<file path="config.mk">
export PLATFORM = sky130hd
export DESIGN_NAME = clk_en_rate_ctrl_flat
export DESIGN_NICKNAME = d
export VERILOG_FILES = /design/src/rtl/clk_en_rate_ctrl_if.sv /design/src/rtl/clk_en_rate_ctrl.sv /design/src/flat_wrapper.sv
export SDC_FILE = /design/constraint.sdc
export NUM_CORES = 1
export LEC_CHECK = 0
export ABC_AREA = 1
export CORE_AREA = 2 2 81 83
export CTS_CLUSTER_DIAMETER = 40
export DETAILED_ROUTE_END_ITERATION = 8
export DIE_AREA = 0 0 83 85
export GPL_TIMING_DRIVEN = 0
export MAX_ROUTING_LAYER = met4
export PLACE_DENSITY = 0.77
export SYNTH_ARGS = -nofsm -noshare
export SYNTH_HDL_FRONTEND = slang
export SYNTH_SLANG_ARGS = --single-unit
</file>
<file path="constraint.sdc">
create_clock -name iClk -period 3.28 [get_ports iClk]
set_input_delay 0.328 -clock iClk [delete_from_list [all_inputs] [get_ports iClk]]
set_output_delay 0.328 -clock iClk [all_outputs]
set_load 0.1 [all_outputs]
</file>
<file path="src/rtl/clk_en_rate_ctrl_if.sv">
// rtl/clk_en_rate_ctrl_if.sv - rate request / clock-enable signal bundle for clk_en_rate_ctrl
interface clk_en_rate_ctrl_if;
    logic       iRateReq;
    logic [1:0] iRateSel;
    logic       iHold;
    logic       oClkEn;
    logic       oRateAck;
    logic       oBusy;
    logic [1:0] oActiveSel;

    modport master (
        output iRateReq,
        output iRateSel,
        output iHold,
        input  oClkEn,
        input  oRateAck,
        input  oBusy,
        input  oActiveSel
    );

    modport slave (
        input  iRateReq,
        input  iRateSel,
        input  iHold,
        output oClkEn,
        output oRateAck,
        output oBusy,
        output oActiveSel
    );
endinterface

</file>
<file path="src/rtl/clk_en_rate_ctrl.sv">
// rtl/clk_en_rate_ctrl.sv - fractional clock-enable generator with glitch-free runtime rate switching
module clk_en_rate_ctrl #(
    parameter int unsigned CLK_IN = 10000000,
    parameter int unsigned RATE0  = 4772727,
    parameter int unsigned RATE1  = 7159090,
    parameter int unsigned RATE2  = 9545454,
    parameter int unsigned RATE3  = 0,
    parameter int unsigned ACC_W  = 26
) (
    input  logic                iClk,
    input  logic                iRst,
    clk_en_rate_ctrl_if.slave   bus
);

    localparam logic [ACC_W-1:0] CLK_V = ACC_W'(CLK_IN);

    typedef enum logic [1:0] {
        ST_RUN   = 2'd0,
        ST_DRAIN = 2'd1,
        ST_APPLY = 2'd2
    } state_t;

    state_t            state_q, state_d;
    logic [ACC_W-1:0]  accum_q, accum_d;
    logic              clk_en_q, clk_en_d;
    logic              rate_ack_q, rate_ack_d;
    logic              busy_q, busy_d;
    logic [1:0]        active_sel_q, active_sel_d;
    logic [1:0]        pending_q, pending_d;

    logic [ACC_W-1:0]  rate;
    logic [ACC_W-1:0]  step_acc;
    logic              step_en;

    always_comb begin
        rate = '0;
        case (active_sel_q)
            2'd0:    rate = ACC_W'(RATE0);
            2'd1:    rate = ACC_W'(RATE1);
            2'd2:    rate = ACC_W'(RATE2);
            default: rate = ACC_W'(RATE3);
        endcase
    end

    // Overflow-free form of the fractional step: accum never exceeds CLK_IN + rate.
    always_comb begin
        step_acc = accum_q + rate;
        step_en  = 1'b0;
        if (accum_q >= CLK_V) begin
            step_acc = accum_q - (CLK_V - rate);
            step_en  = 1'b1;
        end
    end

    always_comb begin
        state_d      = state_q;
        accum_d      = accum_q;
        clk_en_d     = 1'b0;
        rate_ack_d   = 1'b0;
        busy_d       = busy_q;
        active_sel_d = active_sel_q;
        pending_d    = pending_q;

        case (state_q)
            ST_RUN: begin
                if (!bus.iHold) begin
                    accum_d  = step_acc;
                    clk_en_d = step_en;
                end
                if (bus.iRateReq) begin
                    pending_d = bus.iRateSel;
                    busy_d    = 1'b1;
                    // A stopped rate never produces an enable, so it cannot be drained.
                    if ((bus.iRateSel == active_sel_q) || (rate == '0)) begin
                        state_d = ST_APPLY;
                    end else begin
                        state_d = ST_DRAIN;
                    end
                end
            end
            ST_DRAIN: begin
                if (!bus.iHold) begin
                    accum_d  = step_acc;
                    clk_en_d = step_en;
                    if (step_en) begin
                        state_d = ST_APPLY;
                    end
                end
            end
            ST_APPLY: begin
                active_sel_d = pending_q;
                accum_d      = '0;
                rate_ack_d   = 1'b1;
                busy_d       = 1'b0;
                state_d      = ST_RUN;
            end
            default: begin
                state_d = ST_RUN;
            end
        endcase
    end

    always_ff @(posedge iClk) begin
        if (iRst) begin
            state_q      <= ST_RUN;
            accum_q      <= '0;
            clk_en_q     <= 1'b0;
            rate_ack_q   <= 1'b0;
            busy_q       <= 1'b0;
            active_sel_q <= 2'd0;
            pending_q    <= 2'd0;
        end else begin
            state_q      <= state_d;
            accum_q      <= accum_d;
            clk_en_q     <= clk_en_d;
            rate_ack_q   <= rate_ack_d;
            busy_q       <= busy_d;
            active_sel_q <= active_sel_d;
            pending_q    <= pending_d;
        end
    end

    assign bus.oClkEn     = clk_en_q;
    assign bus.oRateAck   = rate_ack_q;
    assign bus.oBusy      = busy_q;
    assign bus.oActiveSel = active_sel_q;

endmodule

</file>
<file path="src/flat_wrapper.sv">
// flat-port wrapper written by rule: the top's interface ports become plain ports
module clk_en_rate_ctrl_flat 
#(
    parameter int unsigned CLK_IN = 10000000,
    parameter int unsigned RATE0  = 4772727,
    parameter int unsigned RATE1  = 7159090,
    parameter int unsigned RATE2  = 9545454,
    parameter int unsigned RATE3  = 0,
    parameter int unsigned ACC_W  = 26
)
  (iClk, iRst, bus_iRateReq, bus_iRateSel, bus_iHold, bus_oClkEn, bus_oRateAck, bus_oBusy, bus_oActiveSel);
  clk_en_rate_ctrl_if bus_i ();
  input  logic iClk;
  input  logic iRst;
  input wire logic [$bits(bus_i.iRateReq)-1:0] bus_iRateReq;
  input wire logic [$bits(bus_i.iRateSel)-1:0] bus_iRateSel;
  input wire logic [$bits(bus_i.iHold)-1:0] bus_iHold;
  output wire logic [$bits(bus_i.oClkEn)-1:0] bus_oClkEn;
  output wire logic [$bits(bus_i.oRateAck)-1:0] bus_oRateAck;
  output wire logic [$bits(bus_i.oBusy)-1:0] bus_oBusy;
  output wire logic [$bits(bus_i.oActiveSel)-1:0] bus_oActiveSel;
  assign bus_i.iRateReq = bus_iRateReq;
  assign bus_i.iRateSel = bus_iRateSel;
  assign bus_i.iHold = bus_iHold;
  assign bus_oClkEn = bus_i.oClkEn;
  assign bus_oRateAck = bus_i.oRateAck;
  assign bus_oBusy = bus_i.oBusy;
  assign bus_oActiveSel = bus_i.oActiveSel;
  clk_en_rate_ctrl #(.CLK_IN(CLK_IN), .RATE0(RATE0), .RATE1(RATE1), .RATE2(RATE2), .RATE3(RATE3), .ACC_W(ACC_W)) u_core (.iClk(iClk), .iRst(iRst), .bus(bus_i));
endmodule
</file>
==> metrics.txt, run 1 <==
Via Count=3473; Slew Limit Fails=0; Die X=83 um; Final Hold Viols=0; WL/cell=15.5 um; post-DP HPWL=7740 um; Inst Count DP=604; fillers=634; leading cell types in the layout, fill and taps excluded=113 x nand2_1, 63 x a21oi_1, 54 x inv_1; core area=0.00620 mm2; worst path buffer plus inverter count=1; H-tree Lvls=2; Crit-path slowest cell=dfxtp_1; number of remaining DRC errors=0; Pwr Total=4.07 mW; largest net degree at the start of global routing=12; max incr delay on CP=370 ps; Max Clk Rate=330 MHz; Mean Syn Cell Area=6.41 um2; Clock Latency Late Sink=300 ps; uppermost layer routed=met4; antenna violations before repair=0; Setup violations, final=0; clock transition at the registers of the reported paths=80 ps; Final Core Density=58.7%; run status=finished, final reports clean; grt total ovfl=0; commonest non-fill, non-tap cell in the layout=nand2_1; Crit Path Max Fanout=10; Max VDD drop=0.000553 V; crit share post-route=92.3%; sequential share of the synthesized area=21.1%; Gate Count Post-Synth=517; dpl ws=176 ps; vias in the first global route=3239; CTS tree=done; Placer Congestion=1.03; CTS hold repair buffers=0; die area=0.00706 mm2; Hold WS=470 ps; global-route wire length before repair=15500 um; Synth cell types=45; Clock Tree Buf Depth=2; gr usage total=28.6%; Max Cap Violations=0; synthesis warning total=0; ANT cells=0; Power Density=1120 mW/mm2; CP Cell Sequence=nor2_1 -> a21boi_2 -> nand3_2 -> buf_4 -> o21ai_0 -> ha_1 -> a21oi_1 -> a21boi_1 -> nor2_1 -> nor2_1 -> nand3_1 -> a21oi_1 -> o21ai_0 -> a21oi_1; initial DRC count=264; P_leak=1.64 nW; CP top delay family=compound AO/OA/AOI/OAI gates; Slew @ Worst Pin=967 ps; drt pass-1 iters=5; Routed Antenna Nets=0; cell area after synthesis=0.00332 mm2; FP Rows=29; met3 WL post-DR=615 um; HP Class=flip-flop to flip-flop; share of layout cells above drive strength 1=11.8%; CP startpoint kind=flip-flop; Slew HR=35.3%; CP Capture Type=flip-flop; Final min period=3030 ps; via/cell ratio=5.67; Crit path required time=3510 ps; io pins=11; CTS buffer count=5; Syn Nets=557; fin cells=613; Syn-to-layout area delta=9.89%; Yosys reg bits=35; Die Span Y=85 um; drt total wl=9530 um; Clock Skews=5.82 ps; CP Class=flip-flop to flip-flop; WP data arrival=3260 ps; post-route setup slack=253 ps; post-route met1 wirelength=4250 um; clock sinks=35; Initial Util=53.4%; WL met2=4380 um; I/O Buffers=10; Root Buffer=clkbuf_8; Final nets=575
==> path summary, 6_finish.rpt <==
check                             startpoint  slack [ps]  cells after the start                              end
max          u_core.accum_q[25]$_SDFFE_PP0P_         250                     14  u_core.accum_q[20]$_SDFFE_PP0P_
min            u_core.bus.oBusy$_SDFFE_PP0P_         470                      2    u_core.bus.oBusy$_SDFFE_PP0P_
max reg2reg  u_core.accum_q[25]$_SDFFE_PP0P_         250                     14  u_core.accum_q[20]$_SDFFE_PP0P_
min reg2reg    u_core.bus.oBusy$_SDFFE_PP0P_         470                      2    u_core.bus.oBusy$_SDFFE_PP0P_
==> cells by family (layout without fill, tap and decap cells) <==
logic type / Yosys count / after routing / synth area share, %
flip-flops: 35 / 35 / 21.1
buffers and inverters: 69 / 88 / 8.41
XOR/XNOR: 7 / 7 / 1.85
AO/OA/AOI/OAI: 135 / 135 / 22.9
AND/OR/NAND/NOR: 237 / 237 / 32.7
adder cells (fa/ha/maj): 34 / 34 / 13.1
==> worst min-delay path: cells and delay by family, from the launching register on <==
kind | cells | cell delay (ps)
AOI/OAI and AO/OA | 1 | 50
DFF | 1 | 310
and+or+nand+nor | 1 | 60
==> layout make-up <==
type	instances	area, um2	area share (%)
Buffer	9	53.8	1.48
Clock buffer	6	72.6	1.99
Clock inverter	2	12.5	0.343
Inverter	60	225	6.18
Multi-Input combinational cell	413	2370	65.1
Sequential cell	35	704	19.3
Tap cell	77	96.3	2.64
Timing Repair Buffer	11	108	2.95
==> synth_stat cells, drive strengths merged <==
cell type	count	area [um2]
xnor2	3	26.3
nand2b	1	6.26
clkinv	2	7.51
nand3	34	195
nand3b	3	30.0
a211oi	1	7.51
nor4	1	12.5
o21ai	50	269
a21o	2	15.0
o22ai	2	12.5
o21bai	3	33.8
fa	1	20.0
a21boi	3	30.0
clkbuf	5	28.8
a21oi	72	375
nand4	8	56.3
and3	1	6.26
buf	4	25.0
nor2	57	231
dfxtp	35	701
ha	33	413
nor3	6	30.0
or2	6	37.5
xor2	4	35.0
nand2	120	478
inv	58	218
o21a	2	15.0
==> layer usage <==
| layer | track usage [%] | up-vias |
|---|---|---|
| met5 | - | - |
| met4 | 11.0 | 0 |
| met3 | 3.99 | 25 |
| met2 | 45.7 | 100 |
| met1 | 36.8 | 1589 |
| li1 | - | 1759 |
==> report_power, final <==
| part | total (mW) | internal (mW) | switching [mW] |
|---|---|---|---|
| registers | 0.704 | 0.571 | 0.133 |
| logic | 3.04 | 1.01 | 2.03 |
| clock network | 0.323 | 0.149 | 0.175 |
==> stage by stage <==
step / instance area, um2 / setup TNS, ps
floorplan: 3320 / 0
global placement: 3510 / 0
detailed placement: 3510 / 0
CTS: 3600 / 0
global route: 3640 / -6.14
finish: 3640 / 0
==> registers in the layout (all words and copies together) (netlist names) <==
name / count
u_core.accum_q: 26
u_core.bus.oBusy: 1
u_core.bus.oRateAck: 1
u_core.bus.oActiveSel: 2
u_core.pending_q: 2
u_core.state_q: 2
u_core.bus.oClkEn: 1
==> what timing repair did <==
item,4_1_cts,5_1_grt
hold endpoints to repair,0,0
gates resized for setup,0,14
endpoints found under the setup margin,0,11
setup buffers,0,1
No activity file was read; power rests on OpenSTA's default activity.
==> run 2, diff against run 1 <==
--- a/config.mk
+++ b/config.mk
@@ -6,6 +6,7 @@
 export NUM_CORES = 1
 export LEC_CHECK = 0
 export ABC_AREA = 1
+export CAP_MARGIN = 20
 export CORE_AREA = 2 2 81 83
 export CTS_CLUSTER_DIAMETER = 40
 export DETAILED_ROUTE_END_ITERATION = 8
==> results of run 2 <==
No change in the layout: final DEF, timing and power equal those of run 1.
